==> src/rtl/mem_arbiter_if.sv <==
// Bundle of fetcher, accessor and native-memory signals around mem_arbiter.
// The master view belongs to the arbiter; the slave view belongs to the requesters and memory.
interface mem_arbiter_if;
   logic        i_valid;
   logic [31:0] i_addr;
   logic        i_ready;
   logic [31:0] i_rdata;
   logic        d_valid;
   logic [31:0] d_addr;
   logic [31:0] d_wdata;
   logic [3:0]  d_wstrb;
   logic        d_ready;
   logic [31:0] d_rdata;
   logic        err;
   logic        mem_valid;
   logic        mem_instr;
   logic        mem_ready;
   logic [31:0] mem_addr;
   logic [31:0] mem_wdata;
   logic [3:0]  mem_wstrb;
   logic [31:0] mem_rdata;

   modport master (
      input  i_valid, i_addr, d_valid, d_addr, d_wdata, d_wstrb, mem_ready, mem_rdata,
      output i_ready, i_rdata, d_ready, d_rdata, err,
             mem_valid, mem_instr, mem_addr, mem_wdata, mem_wstrb
   );

   modport slave (
      output i_valid, i_addr, d_valid, d_addr, d_wdata, d_wstrb, mem_ready, mem_rdata,
      input  i_ready, i_rdata, d_ready, d_rdata, err,
             mem_valid, mem_instr, mem_addr, mem_wdata, mem_wstrb
   );
endinterface

==> src/rtl/mem_arbiter.sv <==
// Shares one native memory port between the instruction fetcher and the data accessor.
// Data wins by default; a streak guard and a hung-access timeout keep both sides moving.
module mem_arbiter #(
   parameter int MAX_DATA_BURST = 4,
   parameter int TIMEOUT        = 1024
) (
   input  logic          clk,
   input  logic          reset,
   mem_arbiter_if.master bus
);

   typedef enum logic [1:0] {IDLE, INSTR, DATA} state_t;

   localparam logic [3:0]  BURST_LIMIT  = 4'(MAX_DATA_BURST);
   localparam logic [15:0] TIMEOUT_LAST = 16'(TIMEOUT - 1);
   localparam bit          TIMEOUT_EN   = (TIMEOUT != 0);

   state_t      r_state;
   logic [3:0]  r_streak;
   logic [15:0] r_toCount;

   logic        w_turnaround;
   logic        w_iReq;
   logic        w_dReq;
   logic        w_grantData;
   logic        w_timeout;
   logic        w_done;
   logic [31:0] w_rdata;

   // The completion cycle is a turnaround: the finishing requester still shows its old
   // request, so nobody is granted until both readies are low again.
   assign w_turnaround = bus.i_ready | bus.d_ready;
   assign w_iReq       = bus.i_valid & ~w_turnaround;
   assign w_dReq       = bus.d_valid & ~w_turnaround;
   assign w_grantData  = w_dReq & (~w_iReq | (r_streak < BURST_LIMIT));
   assign w_timeout    = TIMEOUT_EN && (r_toCount == TIMEOUT_LAST);
   assign w_done       = bus.mem_ready | w_timeout;
   assign w_rdata      = bus.mem_ready ? bus.mem_rdata : 32'd0;

   // Arbitration, bus hold, completion and timeout abort; all outputs registered.
   // A real answer arriving on the last allowed cycle beats the timeout.
   always_ff @(posedge clk or negedge reset) begin
      if (!reset) begin
         r_state       <= IDLE;
         r_streak      <= '0;
         r_toCount     <= '0;
         bus.i_ready   <= 1'b0;
         bus.i_rdata   <= '0;
         bus.d_ready   <= 1'b0;
         bus.d_rdata   <= '0;
         bus.err       <= 1'b0;
         bus.mem_valid <= 1'b0;
         bus.mem_instr <= 1'b0;
         bus.mem_addr  <= '0;
         bus.mem_wdata <= '0;
         bus.mem_wstrb <= '0;
      end else begin
         bus.i_ready <= 1'b0;
         bus.d_ready <= 1'b0;
         bus.err     <= 1'b0;
         case (r_state)
            IDLE: begin
               r_toCount <= '0;
               if (w_grantData) begin
                  r_state       <= DATA;
                  r_streak      <= w_iReq ? r_streak + 4'd1 : 4'd0;
                  bus.mem_valid <= 1'b1;
                  bus.mem_instr <= 1'b0;
                  bus.mem_addr  <= bus.d_addr;
                  bus.mem_wdata <= bus.d_wdata;
                  bus.mem_wstrb <= bus.d_wstrb;
               end else if (w_iReq) begin
                  r_state       <= INSTR;
                  r_streak      <= '0;
                  bus.mem_valid <= 1'b1;
                  bus.mem_instr <= 1'b1;
                  bus.mem_addr  <= bus.i_addr;
                  bus.mem_wdata <= '0;
                  bus.mem_wstrb <= '0;
               end
            end
            INSTR, DATA: begin
               if (w_done) begin
                  r_state       <= IDLE;
                  r_toCount     <= '0;
                  bus.mem_valid <= 1'b0;
                  bus.err       <= ~bus.mem_ready;
                  if (r_state == INSTR) begin
                     bus.i_ready <= 1'b1;
                     bus.i_rdata <= w_rdata;
                  end else begin
                     bus.d_ready <= 1'b1;
                     bus.d_rdata <= w_rdata;
                  end
               end else begin
                  r_toCount <= r_toCount + 16'd1;
               end
            end
            default: begin
               r_state       <= IDLE;
               bus.mem_valid <= 1'b0;
            end
         endcase
      end
   end

endmodule

==> src/flat_wrapper.sv <==
// flat-port wrapper written by rule: the top's interface ports become plain ports
module mem_arbiter_flat 
#(
   parameter int MAX_DATA_BURST = 4,
   parameter int TIMEOUT        = 1024
)
  (clk, reset, bus_i_valid, bus_i_addr, bus_d_valid, bus_d_addr, bus_d_wdata, bus_d_wstrb, bus_mem_ready, bus_mem_rdata, bus_i_ready, bus_i_rdata, bus_d_ready, bus_d_rdata, bus_err, bus_mem_valid, bus_mem_instr, bus_mem_addr, bus_mem_wdata, bus_mem_wstrb);
  mem_arbiter_if bus_i ();
  input  logic clk;
  input  logic reset;
  input wire logic [$bits(bus_i.i_valid)-1:0] bus_i_valid;
  input wire logic [$bits(bus_i.i_addr)-1:0] bus_i_addr;
  input wire logic [$bits(bus_i.d_valid)-1:0] bus_d_valid;
  input wire logic [$bits(bus_i.d_addr)-1:0] bus_d_addr;
  input wire logic [$bits(bus_i.d_wdata)-1:0] bus_d_wdata;
  input wire logic [$bits(bus_i.d_wstrb)-1:0] bus_d_wstrb;
  input wire logic [$bits(bus_i.mem_ready)-1:0] bus_mem_ready;
  input wire logic [$bits(bus_i.mem_rdata)-1:0] bus_mem_rdata;
  output wire logic [$bits(bus_i.i_ready)-1:0] bus_i_ready;
  output wire logic [$bits(bus_i.i_rdata)-1:0] bus_i_rdata;
  output wire logic [$bits(bus_i.d_ready)-1:0] bus_d_ready;
  output wire logic [$bits(bus_i.d_rdata)-1:0] bus_d_rdata;
  output wire logic [$bits(bus_i.err)-1:0] bus_err;
  output wire logic [$bits(bus_i.mem_valid)-1:0] bus_mem_valid;
  output wire logic [$bits(bus_i.mem_instr)-1:0] bus_mem_instr;
  output wire logic [$bits(bus_i.mem_addr)-1:0] bus_mem_addr;
  output wire logic [$bits(bus_i.mem_wdata)-1:0] bus_mem_wdata;
  output wire logic [$bits(bus_i.mem_wstrb)-1:0] bus_mem_wstrb;
  assign bus_i.i_valid = bus_i_valid;
  assign bus_i.i_addr = bus_i_addr;
  assign bus_i.d_valid = bus_d_valid;
  assign bus_i.d_addr = bus_d_addr;
  assign bus_i.d_wdata = bus_d_wdata;
  assign bus_i.d_wstrb = bus_d_wstrb;
  assign bus_i.mem_ready = bus_mem_ready;
  assign bus_i.mem_rdata = bus_mem_rdata;
  assign bus_i_ready = bus_i.i_ready;
  assign bus_i_rdata = bus_i.i_rdata;
  assign bus_d_ready = bus_i.d_ready;
  assign bus_d_rdata = bus_i.d_rdata;
  assign bus_err = bus_i.err;
  assign bus_mem_valid = bus_i.mem_valid;
  assign bus_mem_instr = bus_i.mem_instr;
  assign bus_mem_addr = bus_i.mem_addr;
  assign bus_mem_wdata = bus_i.mem_wdata;
  assign bus_mem_wstrb = bus_i.mem_wstrb;
  mem_arbiter #(.MAX_DATA_BURST(MAX_DATA_BURST), .TIMEOUT(TIMEOUT)) u_core (.clk(clk), .reset(reset), .bus(bus_i));
endmodule
==> config.mk <==
export PLATFORM = sky130hd
export DESIGN_NAME = mem_arbiter_flat
export DESIGN_NICKNAME = d
export VERILOG_FILES = /design/src/rtl/mem_arbiter_if.sv /design/src/rtl/mem_arbiter.sv /design/src/flat_wrapper.sv
export SDC_FILE = /design/constraint.sdc
export NUM_CORES = 1
export LEC_CHECK = 0
export CORE_ASPECT_RATIO = 0.5
export CORE_MARGIN = 3
export CORE_UTILIZATION = 25
export DETAILED_ROUTE_END_ITERATION = 16
export GPL_TIMING_DRIVEN = 0
export PLACE_DENSITY = 0.56
export SLEW_MARGIN = 20
export SYNTH_ARGS = -nofsm -noshare
export SYNTH_HDL_FRONTEND = slang
export SYNTH_SLANG_ARGS = --single-unit
==> constraint.sdc <==
create_clock -name clk -period 2.7 [get_ports clk]
set_clock_uncertainty 0.2 [all_clocks]
set_input_delay 0.54 -clock clk [delete_from_list [all_inputs] [get_ports clk]]
set_output_delay 0.54 -clock clk [all_outputs]
set_load 0.01 [all_outputs]
==> reports/qor.yml, run 1 <==
outcome:
  outcome: "finished clean"
worst_setup_path:
  path_common_cell: "sky130_fd_sc_hd__clkbuf_1"
  timing.setup.critical_path_class: "reg2reg"
  required_ns: 2.87
  max_stage_delay_cell_worst_path: "sky130_fd_sc_hd__clkbuf_1"
  worstSetupStartpointType: "flip-flop"
  crit_arrival_ns: 2.57
  crit_path_cell_trace: "inv_1 > ha_1 > o211ai_1 > clkbuf_1 > clkbuf_1 > a22o_1"
  endpoint_kind: "flip-flop"
  r2r-start: "u_core.r_state[0]"
  r2r_cells: 6
  critical_path.reg2reg.endpoint: "u_core.bus.mem_wdata[26]"
  critical_path_peak_fanout: 10
  cpPeakStageDelay_ns: 0.45
  ff2ff_setup_slack_ns: 0.30
finish:
  drive_gt1_share_pct: 7.27
  layout.cells.non_filler: 1161
  area_growth_pct: 59.4
  finish.net_count: 956
  number_of_antenna_repair_diodes: 0
  finish.instance_area_um2: 10300
  final.fill_count: 2368
sta:
  layout_worst_path_cycle_share_pct: 89.1
  finalSetupTns_ns: 0
  timing.max_slew.rel_slack_pct: 57.5
  timing_hold_violations_final: 0
  max_freq_ghz: 0.416
  timing.final.crit_period_ns: 2.40
  worst_slew_pin_slew_ns: 0.638
  setup_viol: 0
  final_max_slew_viol_count: 0
  grt_setup_unrepaired: "no"
clock_tree:
  cts.repair_timing.setup_buffer_count: 0
  htree_num_levels: 4
  cts_tree: "done"
  cts_inserted_buffers: 17
  clockRootBuffer: "sky130_fd_sc_hd__clkbuf_16"
  clock_insertion_delay_worst_skew_ns: 0.43
  cts_num_sinks: 159
  cts.clk_slew.worst_paths_ns: 0.06
  clk_path_buf_depth: 2
yosys:
  synth_top_cell_area_share_pct: 61.7
  post_synthesis_cell_area_um2: 6450
  synth_cell_type_count: 41
  synthesis.area_per_instance_um2: 12.5
  synth_async_sr_flop_share_pct: 100
  synth_area_leader_cell: "sky130_fd_sc_hd__dfrtp_1"
  share_of_the_yosys_chip_area_belonging_to_registers_pct: 61.7
  synth-seq-cells: 159
  synth_top_cells_by_count: "sky130_fd_sc_hd__dfrtp_1, sky130_fd_sc_hd__a22o_1, sky130_fd_sc_hd__nand2_1"
  synth_edf_count: 0
  synth.most_common_cell: "sky130_fd_sc_hd__dfrtp_1"
  synth_ff_type: "sky130_fd_sc_hd__dfrtp_1"
  synthesized_net_count: 662
  yosysWarnings: 0
  netlist_instances: 518
  synth.top_cells.by_area: "sky130_fd_sc_hd__dfrtp_1, sky130_fd_sc_hd__a22o_1, sky130_fd_sc_hd__mux2i_1, sky130_fd_sc_hd__o21ai_0, sky130_fd_sc_hd__nand2_1"
place:
  numPortBuffers: 273
  detailedPlacementHpwl_um: 15900
  place.detailed.instances: 1128
  final_weighted_congestion_in_routability_driven_placement: 0.783
  dpl_cell_area_um2: 9640
die:
  floorplan.initialDensity_pct: 26.1
  die_width_um: 233
  io-pin-count: 274
  fp.dieArea_um2: 27900
  dieHeight_um: 120
  placement_rows: 40
  core_area_um2: 24700
global_routing:
  first_pass_grt_wire_length_um: 32900
  grt_util_all_layers_pct: 15.4
  grt_overflow_total: 0
  number_of_antenna_violations_at_the_first_check_in_global_routing: 0
  grt_start_max_net_pins: 84
  grt_pass1_vias: 5584
route:
  antenna_left: 0
  wirelength_routed_um: 21100
  detailedRoute.firstPassIterationCount: 4
  route.detailed.wl_per_inst_um: 18.2
  dr_total_vias: 5346
  post_drt_via_cell_ratio: 4.60
  detailed_route_iter0_violations: 280
  route.detailed.drc: 0
power_and_ir_drop:
  intPower_uw: 7760
  power.share.sequential_pct: 34.3
  pwr_density_cell_nw_per_um2: 1120
  combinational_cell_fraction_of_total_power_pct: 43.3
  pwr-share-clk_pct: 22.4
  sw_frac_of_total_pct: 32.9
  power.net_switching_uw: 3810
  power_uw: 11600
  worst_ir_drop_vdd_mv: 0.496
  cell_leakage_power_uw: 0.00446
worst_hold_path:
  hold_end: "u_core.bus.mem_addr[9]"
  hold-path-cell-count: 2
  class_of_the_tightest_hold_or_removal_check: "reg2reg"
  timing.hold.worst.start: "u_core.bus.mem_addr[9]"
run:
  cap_violations: 0
kinds of logic after synthesis:
logic type	synth area share [%]
muxes	4.97
buffers and inverters	2.95
AOI/OAI and AO/OA	21.1
adders and majority gates	1.36
DFF	61.7
xor gates and xnor gates	0.272
and+or+nand+nor	7.66
flip-flops by register name, indices dropped and copies added (netlist names):
name                  flops
u_core.bus.d_rdata       32
u_core.bus.d_ready        1
u_core.bus.err            1
u_core.bus.i_rdata       32
u_core.bus.i_ready        1
u_core.bus.mem_addr      32
u_core.bus.mem_instr      1
u_core.bus.mem_valid      1
u_core.bus.mem_wdata     32
u_core.bus.mem_wstrb      4
u_core.r_state            2
u_core.r_streak           4
u_core.r_toCount         16
power groups by stage:
stage	clock network [uW]	logic (uW)	registers, uW
2_1_floorplan	0	1680	4410
3_3_place_gp	0	5060	3970
3_5_place_dp	0	5100	3980
4_1_cts	2680	5110	3970
5_1_grt	2780	5410	4100
6_report	2590	5010	3970
how the worst max path moves through the flow:
stage,startpoint,endpoint,cells past startpoint
after detailed placement,bus_i_valid,u_core.r_streak[1],5
after global routing,u_core.r_state[0],u_core.bus.mem_addr[24],6
after floorplan,u_core.r_state[0],u_core.r_toCount[15],5
final,u_core.r_state[0],u_core.bus.mem_wdata[26],6
after CTS,u_core.r_state[0],u_core.r_streak[1],6
after global placement,reset,u_core.bus.mem_wdata[11],1
cells in the final DEF, fill, tap and decap left out, types with 2 or more instances in the layout:
cell type and count:
sky130_fd_sc_hd__a21oi_1 9, sky130_fd_sc_hd__a22o_1 101, sky130_fd_sc_hd__a31oi_1 2, sky130_fd_sc_hd__and2_1 4
sky130_fd_sc_hd__and3_1 2, sky130_fd_sc_hd__and4_1 3, sky130_fd_sc_hd__buf_2 14, sky130_fd_sc_hd__bufinv_16 4
sky130_fd_sc_hd__clkbuf_1 21, sky130_fd_sc_hd__clkbuf_16 17, sky130_fd_sc_hd__clkbuf_2 4, sky130_fd_sc_hd__clkbuf_8 3
sky130_fd_sc_hd__clkdlybuf4s50_1 272, sky130_fd_sc_hd__clkinv_2 5, sky130_fd_sc_hd__dfrtp_1 159, sky130_fd_sc_hd__ha_1 7
sky130_fd_sc_hd__inv_1 5, sky130_fd_sc_hd__mux2i_1 32, sky130_fd_sc_hd__nand2_1 46, sky130_fd_sc_hd__nand2b_1 2
sky130_fd_sc_hd__nand3_1 6, sky130_fd_sc_hd__nand4_1 10, sky130_fd_sc_hd__nor2_1 11, sky130_fd_sc_hd__nor3_1 2
sky130_fd_sc_hd__o21ai_0 45, sky130_fd_sc_hd__o21ai_1 2, sky130_fd_sc_hd__o2bb2a_1 2, sky130_fd_sc_hd__o311ai_2 4
sky130_fd_sc_hd__o31ai_1 2, sky130_fd_sc_hd__o31ai_2 2, sky130_fd_sc_hd__or3_1 4, sky130_fd_sc_hd__or4_1 2
sky130_fd_sc_hd__xor2_1 2
per-layer routing:
| layer | vias up | part of all wire, % | track usage, % |
|---|---|---|---|
| met4 | 0 | 1.8 | 5.26 |
| met2 | 108 | 52 | 26.6 |
| met3 | 20 | 3.7 | 3.37 |
| met1 | 2682 | 43 | 19.1 |
| met5 | - | 0 | 0 |
| li1 | 2536 | - | - |
critical path, delay by kind of cell (launching register included):
family	cells	cell delay (ns)
compound gates	2	0.48
fa+ha+maj	1	0.27
buf+inv	3	0.98
flops	1	0.41
through the flow:
step	utilization (%)	hold slack (ns)	setup slack [ns]
final	41.7	0.274	0.295
after global placement	38.9	0.263	-5.80
after CTS	41.7	0.284	0.0658
after floorplan	-	0.0444	0.737
after global routing	41.7	0.298	0.0204
after detailed placement	39.1	0.269	-0.341
layout make-up:
cell class                 instances  area [um^2]  area share [%]
buffer                            39          176            1.72
sequential                       159         3980            38.7
tap                              336          420            4.09
clock buffer                      21          470            4.58
multi-input combinational        315         2280            22.2
inverter                           5         18.8           0.183
timing repair buffer             275         2780            27.0
clock inverter                    11          161            1.57
repair_timing:
action,in CTS,in global routing
setup endpoints to repair,0,34
endpoints found under the hold margin,82,0
gates resized for setup,0,8
hold buffers,1,0
Power figures use the tool's default switching activity.
==> run 2: changes to the inputs <==
--- a/config.mk
+++ b/config.mk
@@ -6,7 +6,7 @@
 export NUM_CORES = 1
 export LEC_CHECK = 0
 export CORE_ASPECT_RATIO = 0.5
-export CORE_MARGIN = 3
+export CORE_MARGIN = 2
 export CORE_UTILIZATION = 25
 export DETAILED_ROUTE_END_ITERATION = 16
 export GPL_TIMING_DRIVEN = 0
==> run 2 against run 1 <==
  * Flip-flop and latch count unchanged
  * Fmax increased by 4.6%
  * Routed wire length fell by 2.8%
  * Largest power group unchanged
  * Highest routed layer unchanged
==> reports/qor.yml, run 2 (synthesis gave the netlist of run 1 again) <==
outcome:
  outcome: "finished clean"
sta:
  max_freq_ghz: 0.435  # +4.6%
  setup_viol: 0  # unchanged
  timing.final.crit_period_ns: 2.30  # -0.106 ns
  timing.final.ws_setup_ns: 0.402  # +0.106 ns
  grt_setup_unrepaired: "no"
  final_max_slew_viol_count: 0  # unchanged
  layout_worst_path_cycle_share_pct: 85.1  # -3.9 points
  worst_slew_pin_slew_ns: 0.707  # +0.0694 ns
  timing.max_slew.rel_slack_pct: 52.9  # -4.6 points
  timing_hold_violations_final: 0  # unchanged
power_and_ir_drop:
  pwr_density_cell_nw_per_um2: 1120  # -0.68%
  cell_leakage_power_uw: 0.00444  # -0.30%
  combinational_cell_fraction_of_total_power_pct: 43.3  # about the same
  worst_ir_drop_vdd_mv: 0.526  # +6.0%
  sw_frac_of_total_pct: 32.8  # -0.096 points
  intPower_uw: 7710  # -0.59%
  pwr-share-clk_pct: 22.1  # -0.3 points
  power.share.sequential_pct: 34.6  # +0.3 points
  power.net_switching_uw: 3770  # -1.0%
die:
  floorplan.initialDensity_pct: 25.5  # -0.64 points
  core_area_um2: 25300  # +2.5%
  die_width_um: 231  # -0.86%
  fp.dieArea_um2: 27200  # -2.5%
  placement_rows: 41  # +2.5%
  io-pin-count: 274  # unchanged
  dieHeight_um: 118  # -1.7%
place:
  detailedPlacementHpwl_um: 15400  # -3.2%
  numPortBuffers: 273  # unchanged
  place.detailed.instances: 1136  # +0.71%
  final_weighted_congestion_in_routability_driven_placement: 0.762  # -2.6%
  dp_slack_ns: -0.330  # +0.0118 ns
finish:
  most_common_cell_after_layout_fill_and_taps_aside: "sky130_fd_sc_hd__clkdlybuf4s50_1"
  area_growth_pct: 59.3  # about the same
  layout.cells.non_filler: 1170  # +0.78%
  drive_gt1_share_pct: 6.79  # -0.48 points
  core_occupancy_in_the_finished_layout_pct: 40.6  # -1.0 points
  finish.net_count: 956  # unchanged
  final_cell_mix: "sky130_fd_sc_hd__clkdlybuf4s50_1, sky130_fd_sc_hd__dfrtp_1, sky130_fd_sc_hd__a22o_1, sky130_fd_sc_hd__nand2_1, sky130_fd_sc_hd__o21ai_0"
global_routing:
  grt_util_all_layers_pct: 15.6  # +0.20 points
  number_of_antenna_violations_at_the_first_check_in_global_routing: 1  # +1
  grt_pass1_vias: 5546  # -0.68%
  grt_start_max_net_pins: 91  # +8.3%
  grt_overflow_total: 0  # unchanged
  first_pass_grt_wire_length_um: 32800  # -0.42%
route:
  antenna_left: 0  # unchanged
  detailed_route_iter0_violations: 218  # -22%
  post_drt_via_cell_ratio: 4.56  # -1.0%
  wirelength_routed_um: 20500  # -2.8%
  route.detailed.drc: 0  # unchanged
  route.detailed.wl_per_inst_um: 17.5  # -3.6%
  dr_total_vias: 5332  # -0.26%
  detailedRoute.firstPassIterationCount: 4  # unchanged
worst_setup_path:
  crit_path_cell_trace: "nor4_2 > nand4_1 > a21oi_1 > nor2_1"
  critical_path_peak_fanout: 10  # unchanged
  timing.critical_path.to: "u_core.r_toCount[5]"
  timing.critical_path.from: "u_core.r_toCount[12]"
  crit_buf_inv: 0  # -3
  worstSetupStartpointType: "flip-flop"
  max_stage_delay_cell_worst_path: "sky130_fd_sc_hd__a21oi_1"
  cp_top_family: "simple AND/OR/NAND/NOR gates"
  crit_arrival_ns: 2.40  # -0.17 ns
  required_ns: 2.80  # -0.07 ns
  timing.setup.critical_path_class: "reg2reg"
  cpPeakStageDelay_ns: 0.62  # +0.17 ns
  critical_path.reg2reg.endpoint: "u_core.r_toCount[5]"
  r2r_cells: 4  # -2
  endpoint_kind: "flip-flop"
  ff2ff_setup_slack_ns: 0.40  # +0.11 ns
  path_depth: 4  # -2
  r2r-start: "u_core.r_toCount[12]"
clock_tree:
  cts_num_sinks: 159  # unchanged
  cts.clk_slew.worst_paths_ns: 0.06  # about the same
  cts_inserted_buffers: 17  # unchanged
  htree_num_levels: 4  # unchanged
  clk_path_buf_depth: 2  # unchanged
  cts_tree: "done"
  clock_insertion_delay_worst_skew_ns: 0.43  # about the same
  clockRootBuffer: "sky130_fd_sc_hd__clkbuf_16"
worst_hold_path:
  class_of_the_tightest_hold_or_removal_check: "reg2reg"
run:
  cap_violations: 0  # unchanged
run 2: cell types whose count changed in the layout (fill, tap and decap cells not counted), sizes merged:
cell,previous run,this run
clkbuf,45,46
clkinvlp,1,0
diode,0,1
run 2: power by group through the flow:
stage	Clock, uW	Sequential (uW)	Combinational (uW)
after floorplan	0	4410	1680
after global placement	0	3980	5010
after detailed placement	0	3990	5050
after CTS	2640	3970	5070
after global routing	2750	4090	5370
final	2540	3970	4970
run 2: worst min path at each step:
stage / depth (start not counted) / startpoint / slack [ns] / end
detailed placement: 2 / u_core.bus.mem_addr[8] / 0.27 / u_core.bus.mem_addr[8]
CTS: 2 / u_core.bus.mem_addr[8] / 0.28 / u_core.bus.mem_addr[8]
global route: 2 / u_core.bus.mem_addr[25] / 0.30 / u_core.bus.mem_addr[25]
global placement: 2 / u_core.bus.mem_addr[11] / 0.26 / u_core.bus.mem_addr[11]
floorplan: 0 / reset / 0.04 / u_core.bus.d_rdata[0]
finish: 2 / u_core.bus.mem_addr[8] / 0.28 / u_core.bus.mem_addr[8]
run 2: metal layers:
layer  up-vias  global-route usage, %  share of wire [%]
met5         -                      0                  0
met4         0                   7.66                3.1
met3        34                   3.08                3.7
met2       111                   26.1                 50
met1      2662                   19.4                 43
li1       2525                      -                  -
run 2: timing repair:
item	4_1_cts	5_1_grt
setup buffers	0	0
hold endpoints to repair	89	0
hold buffers	1	0
gates resized for setup	0	6
setup endpoints to repair	0	20
run 2: worst min-delay path, stage by stage (launching register included):
cell and delay (ns):
sky130_fd_sc_hd__dfrtp_1 0.34, sky130_fd_sc_hd__nand2_1 0.04, sky130_fd_sc_hd__o21ai_0 0.05
run 2: cell type report:
cell class,instances,area [um^2]
Timing Repair Buffer,275,2780
Clock inverter,10,161
Inverter,5,18.8
Sequential cell,159,3980
Clock buffer,22,454
Buffer,39,175
Tap cell,344,430
Antenna cell,1,2.50
Fill cell,2428,15000
Multi-Input combinational cell,315,2280
run 2: per-stage QoR:
stage	hold WS, ns	TNS [ns]	cell area [um^2]	power [uW]
after floorplan	0.0444	0	6450	6090
after global placement	0.262	-934.99	9610	8990
after detailed placement	0.270	-13.17	9650	9040
after global routing	0.302	0	10300	12200
final	0.276	0	10300	11500
after CTS	0.284	0	10300	11700
==> run 3: changes to the inputs <==
--- a/config.mk
+++ b/config.mk
@@ -6,11 +6,11 @@
 export NUM_CORES = 1
 export LEC_CHECK = 0
 export CORE_ASPECT_RATIO = 0.5
-export CORE_MARGIN = 2
 export CORE_UTILIZATION = 25
 export DETAILED_ROUTE_END_ITERATION = 16
 export GPL_TIMING_DRIVEN = 0
 export PLACE_DENSITY = 0.56
+export SKIP_CTS_REPAIR_TIMING = 1
 export SLEW_MARGIN = 20
 export SYNTH_ARGS = -nofsm -noshare
 export SYNTH_HDL_FRONTEND = slang
==> run 3 against run 2 <==
  * Final area increased by 0.21%
  * Sequential share of layout area decreased by 0.080 points
  * Utilization up 0.17 points
  * Critical path type unchanged
  * Routed wire length is 0.69% lower
  * Register-to-register slack lost 0.097 ns
  * Largest cell class unchanged
  * Final cell count hardly changed
  * Fmax decreased by 4.0%
  * Combinational power about the same
  * Clock power up 3%
  * Critical path depth rose by 3
==> reports/qor.yml, run 3 (synthesis gave the netlist of run 1 again) <==
route:
  detailedRoute.firstPassIterationCount: 4  # unchanged
  dr_total_vias: 5385  # +0.99%
  detailed_route_iter0_violations: 264  # +21%
  route.detailed.drc: 0  # unchanged
  wirelength_routed_um: 20400  # -0.69%
  antenna_left: 0  # unchanged
  route.detailed.wl_per_inst_um: 17.4  # -0.60%
  post_drt_via_cell_ratio: 4.61  # +1.1%
worst_setup_path:
  endpoint_kind: "flip-flop"
  critical_path_peak_fanout: 10  # unchanged
  crit_path_cell_trace: "inv_1 > ha_1 > o211ai_1 > clkbuf_1 > clkbuf_1 > nand2_1 > o21ai_0"
  path_common_cell: "sky130_fd_sc_hd__clkbuf_1"
  crit_arrival_ns: 2.52  # +0.12 ns
  worstSetupStartpointType: "flip-flop"
  ff2ff_setup_slack_ns: 0.31  # -0.10 ns
  cpPeakStageDelay_ns: 0.46  # -0.16 ns
  required_ns: 2.83  # +0.03 ns
  r2r_cells: 7  # +3
  critical_path.reg2reg.endpoint: "u_core.bus.mem_addr[3]"
  timing.setup.critical_path_class: "reg2reg"
  timing.critical_path.from: "u_core.r_state[0]"
  max_stage_delay_cell_worst_path: "sky130_fd_sc_hd__clkbuf_1"
  timing.critical_path.to: "u_core.bus.mem_addr[3]"
  r2r-start: "u_core.r_state[0]"
sta:
  timing_hold_violations_final: 0  # unchanged
  worst_slew_pin_slew_ns: 0.653  # -0.0542 ns
  max_freq_ghz: 0.418  # -4.0%
  layout_worst_path_cycle_share_pct: 88.7  # +3.6 points
  timing.max_slew.rel_slack_pct: 56.5  # +3.6 points
  finalSetupTns_ns: 0  # unchanged
  timing.final.crit_period_ns: 2.39  # +0.0967 ns
  final_max_slew_viol_count: 0  # unchanged
  grt_setup_unrepaired: "no"
  setup_viol: 0  # unchanged
power_and_ir_drop:
  worst_ir_drop_vdd_mv: 0.441  # -16%
  cell_leakage_power_uw: 0.00444  # about the same
  pwr_density_cell_nw_per_um2: 1120  # +0.32%
  combinational_cell_fraction_of_total_power_pct: 43.0  # -0.3 points
  pwr-share-clk_pct: 22.6  # +0.5 points
  power_uw: 11500  # +0.53%
  power.share.sequential_pct: 34.4  # -0.2 points
  sw_frac_of_total_pct: 33.0  # +0.12 points
  power.net_switching_uw: 3810  # +0.90%
  intPower_uw: 7740  # +0.35%
clock_tree:
  cts_inserted_buffers: 17  # unchanged
  cts.clk_slew.worst_paths_ns: 0.07  # about the same
  cts_num_sinks: 159  # unchanged
  cts_tree: "done"
  htree_num_levels: 4  # unchanged
  clk_path_buf_depth: 2  # unchanged
  clockRootBuffer: "sky130_fd_sc_hd__clkbuf_16"
  clock_insertion_delay_worst_skew_ns: 0.42  # about the same
place:
  numPortBuffers: 273  # unchanged
  final_weighted_congestion_in_routability_driven_placement: 0.793  # +4.1%
  dpl_cell_area_um2: 9650  # unchanged
  detailedPlacementHpwl_um: 15100  # -1.8%
global_routing:
  number_of_antenna_violations_at_the_first_check_in_global_routing: 0  # -1
  grt_overflow_total: 0  # unchanged
  grt_pass1_vias: 5503  # -0.78%
  grt_util_all_layers_pct: 15.3  # -0.30 points
  first_pass_grt_wire_length_um: 31500  # -3.9%
  grt_start_max_net_pins: 86  # -5.5%
die:
  floorplan.initialDensity_pct: 25.6  # +0.052 points
  die_width_um: 229  # -0.87%
  io-pin-count: 274  # unchanged
  core_area_um2: 25200  # -0.20%
  fp.dieArea_um2: 26500  # -2.6%
  placement_rows: 41  # unchanged
  dieHeight_um: 116  # -1.7%
run:
  cap_violations: 0  # unchanged
finish:
  number_of_antenna_repair_diodes: 0  # -1
  finish.net_count: 956  # unchanged
  finish.instance_area_um2: 10300  # +0.21%
  most_common_cell_after_layout_fill_and_taps_aside: "sky130_fd_sc_hd__clkdlybuf4s50_1"
  final_cell_mix: "sky130_fd_sc_hd__clkdlybuf4s50_1, sky130_fd_sc_hd__dfrtp_1, sky130_fd_sc_hd__a22o_1, sky130_fd_sc_hd__nand2_1, sky130_fd_sc_hd__o21ai_0"
  area_growth_pct: 59.7
  final.fill_count: 2417  # -0.45%
  drive_gt1_share_pct: 7.15  # +0.36 points
  core_occupancy_in_the_finished_layout_pct: 40.8  # +0.17 points
worst_hold_path:
  class_of_the_tightest_hold_or_removal_check: "reg2reg"
  hold-path-cell-count: 2  # unchanged
outcome:
  outcome: "finished clean"
run 3: cell types whose count changed in the layout (fill, tap and decap cells not counted):
cell,before,now
sky130_fd_sc_hd__clkbuf_1,25,22
sky130_fd_sc_hd__clkinvlp_4,0,3
sky130_fd_sc_hd__clkbuf_2,3,2
sky130_fd_sc_hd__clkbuf_8,1,2
sky130_fd_sc_hd__clkinv_2,3,2
sky130_fd_sc_hd__clkinv_4,3,4
sky130_fd_sc_hd__diode_2,1,0
run 3: worst max-delay path, delay by kind of cell (launching register included):
| kind | cells | cell delay (ns) |
|---|---|---|
| buffers and inverters | 3 | 1.00 |
| flip-flops | 1 | 0.42 |
| AO/OA/AOI/OAI | 2 | 0.33 |
| adder cells (fa/ha/maj) | 1 | 0.26 |
| AND/OR/NAND/NOR | 1 | 0.09 |
run 3: through the flow:
stage	worst slack, ns	hold WS, ns	instances
5_1_grt	0.0446	0.317	1169
6_report	0.305	0.280	1169
3_3_place_gp	-5.85	0.262	1135
3_5_place_dp	-0.289	0.272	1136
4_1_cts	0.104	-0.0729	1168
2_1_floorplan	0.737	0.0444	518
run 3: power groups by stage:
stage / combinational, uW / sequential [uW] / clock (uW)
finish: 4960 / 3970 / 2610
CTS: 5040 / 3980 / 2690
detailed placement: 5030 / 4000 / 0
floorplan: 1680 / 4410 / 0
global route: 5360 / 4110 / 2770
global placement: 4980 / 3980 / 0
run 3: area by class of cell:
type	count	area, um^2	share of cell area, %
clock buffers	19	453	4.40
well taps	344	430	4.18
inverters	5	18.8	0.182
repair buffers	275	2780	26.9
plain buffers	39	174	1.69
clock inverters	13	188	1.82
flip-flops and latches	159	3980	38.6
multi-input cells	315	2280	22.1
run 3: worst min path at each step:
| stage | start | to |
|---|---|---|
| floorplan | reset | u_core.bus.d_rdata[0] |
| global placement | u_core.bus.mem_addr[7] | u_core.bus.mem_addr[7] |
| detailed placement | u_core.bus.mem_addr[16] | u_core.bus.mem_addr[16] |
| CTS | reset | u_core.bus.mem_addr[27] |
| global route | u_core.bus.mem_addr[8] | u_core.bus.mem_addr[8] |
| finish | u_core.bus.mem_addr[16] | u_core.bus.mem_addr[16] |
run 3: metal layers:
layer / up-vias / global-route usage [%] / wire length, um
li1: 2532 / - / -
met1: 2742 / 19.7 / 9230
met2: 90 / 26.6 / 10400
met3: 21 / 2.39 / 478
met4: 0 / 5.07 / 276
met5: - / 0 / 0
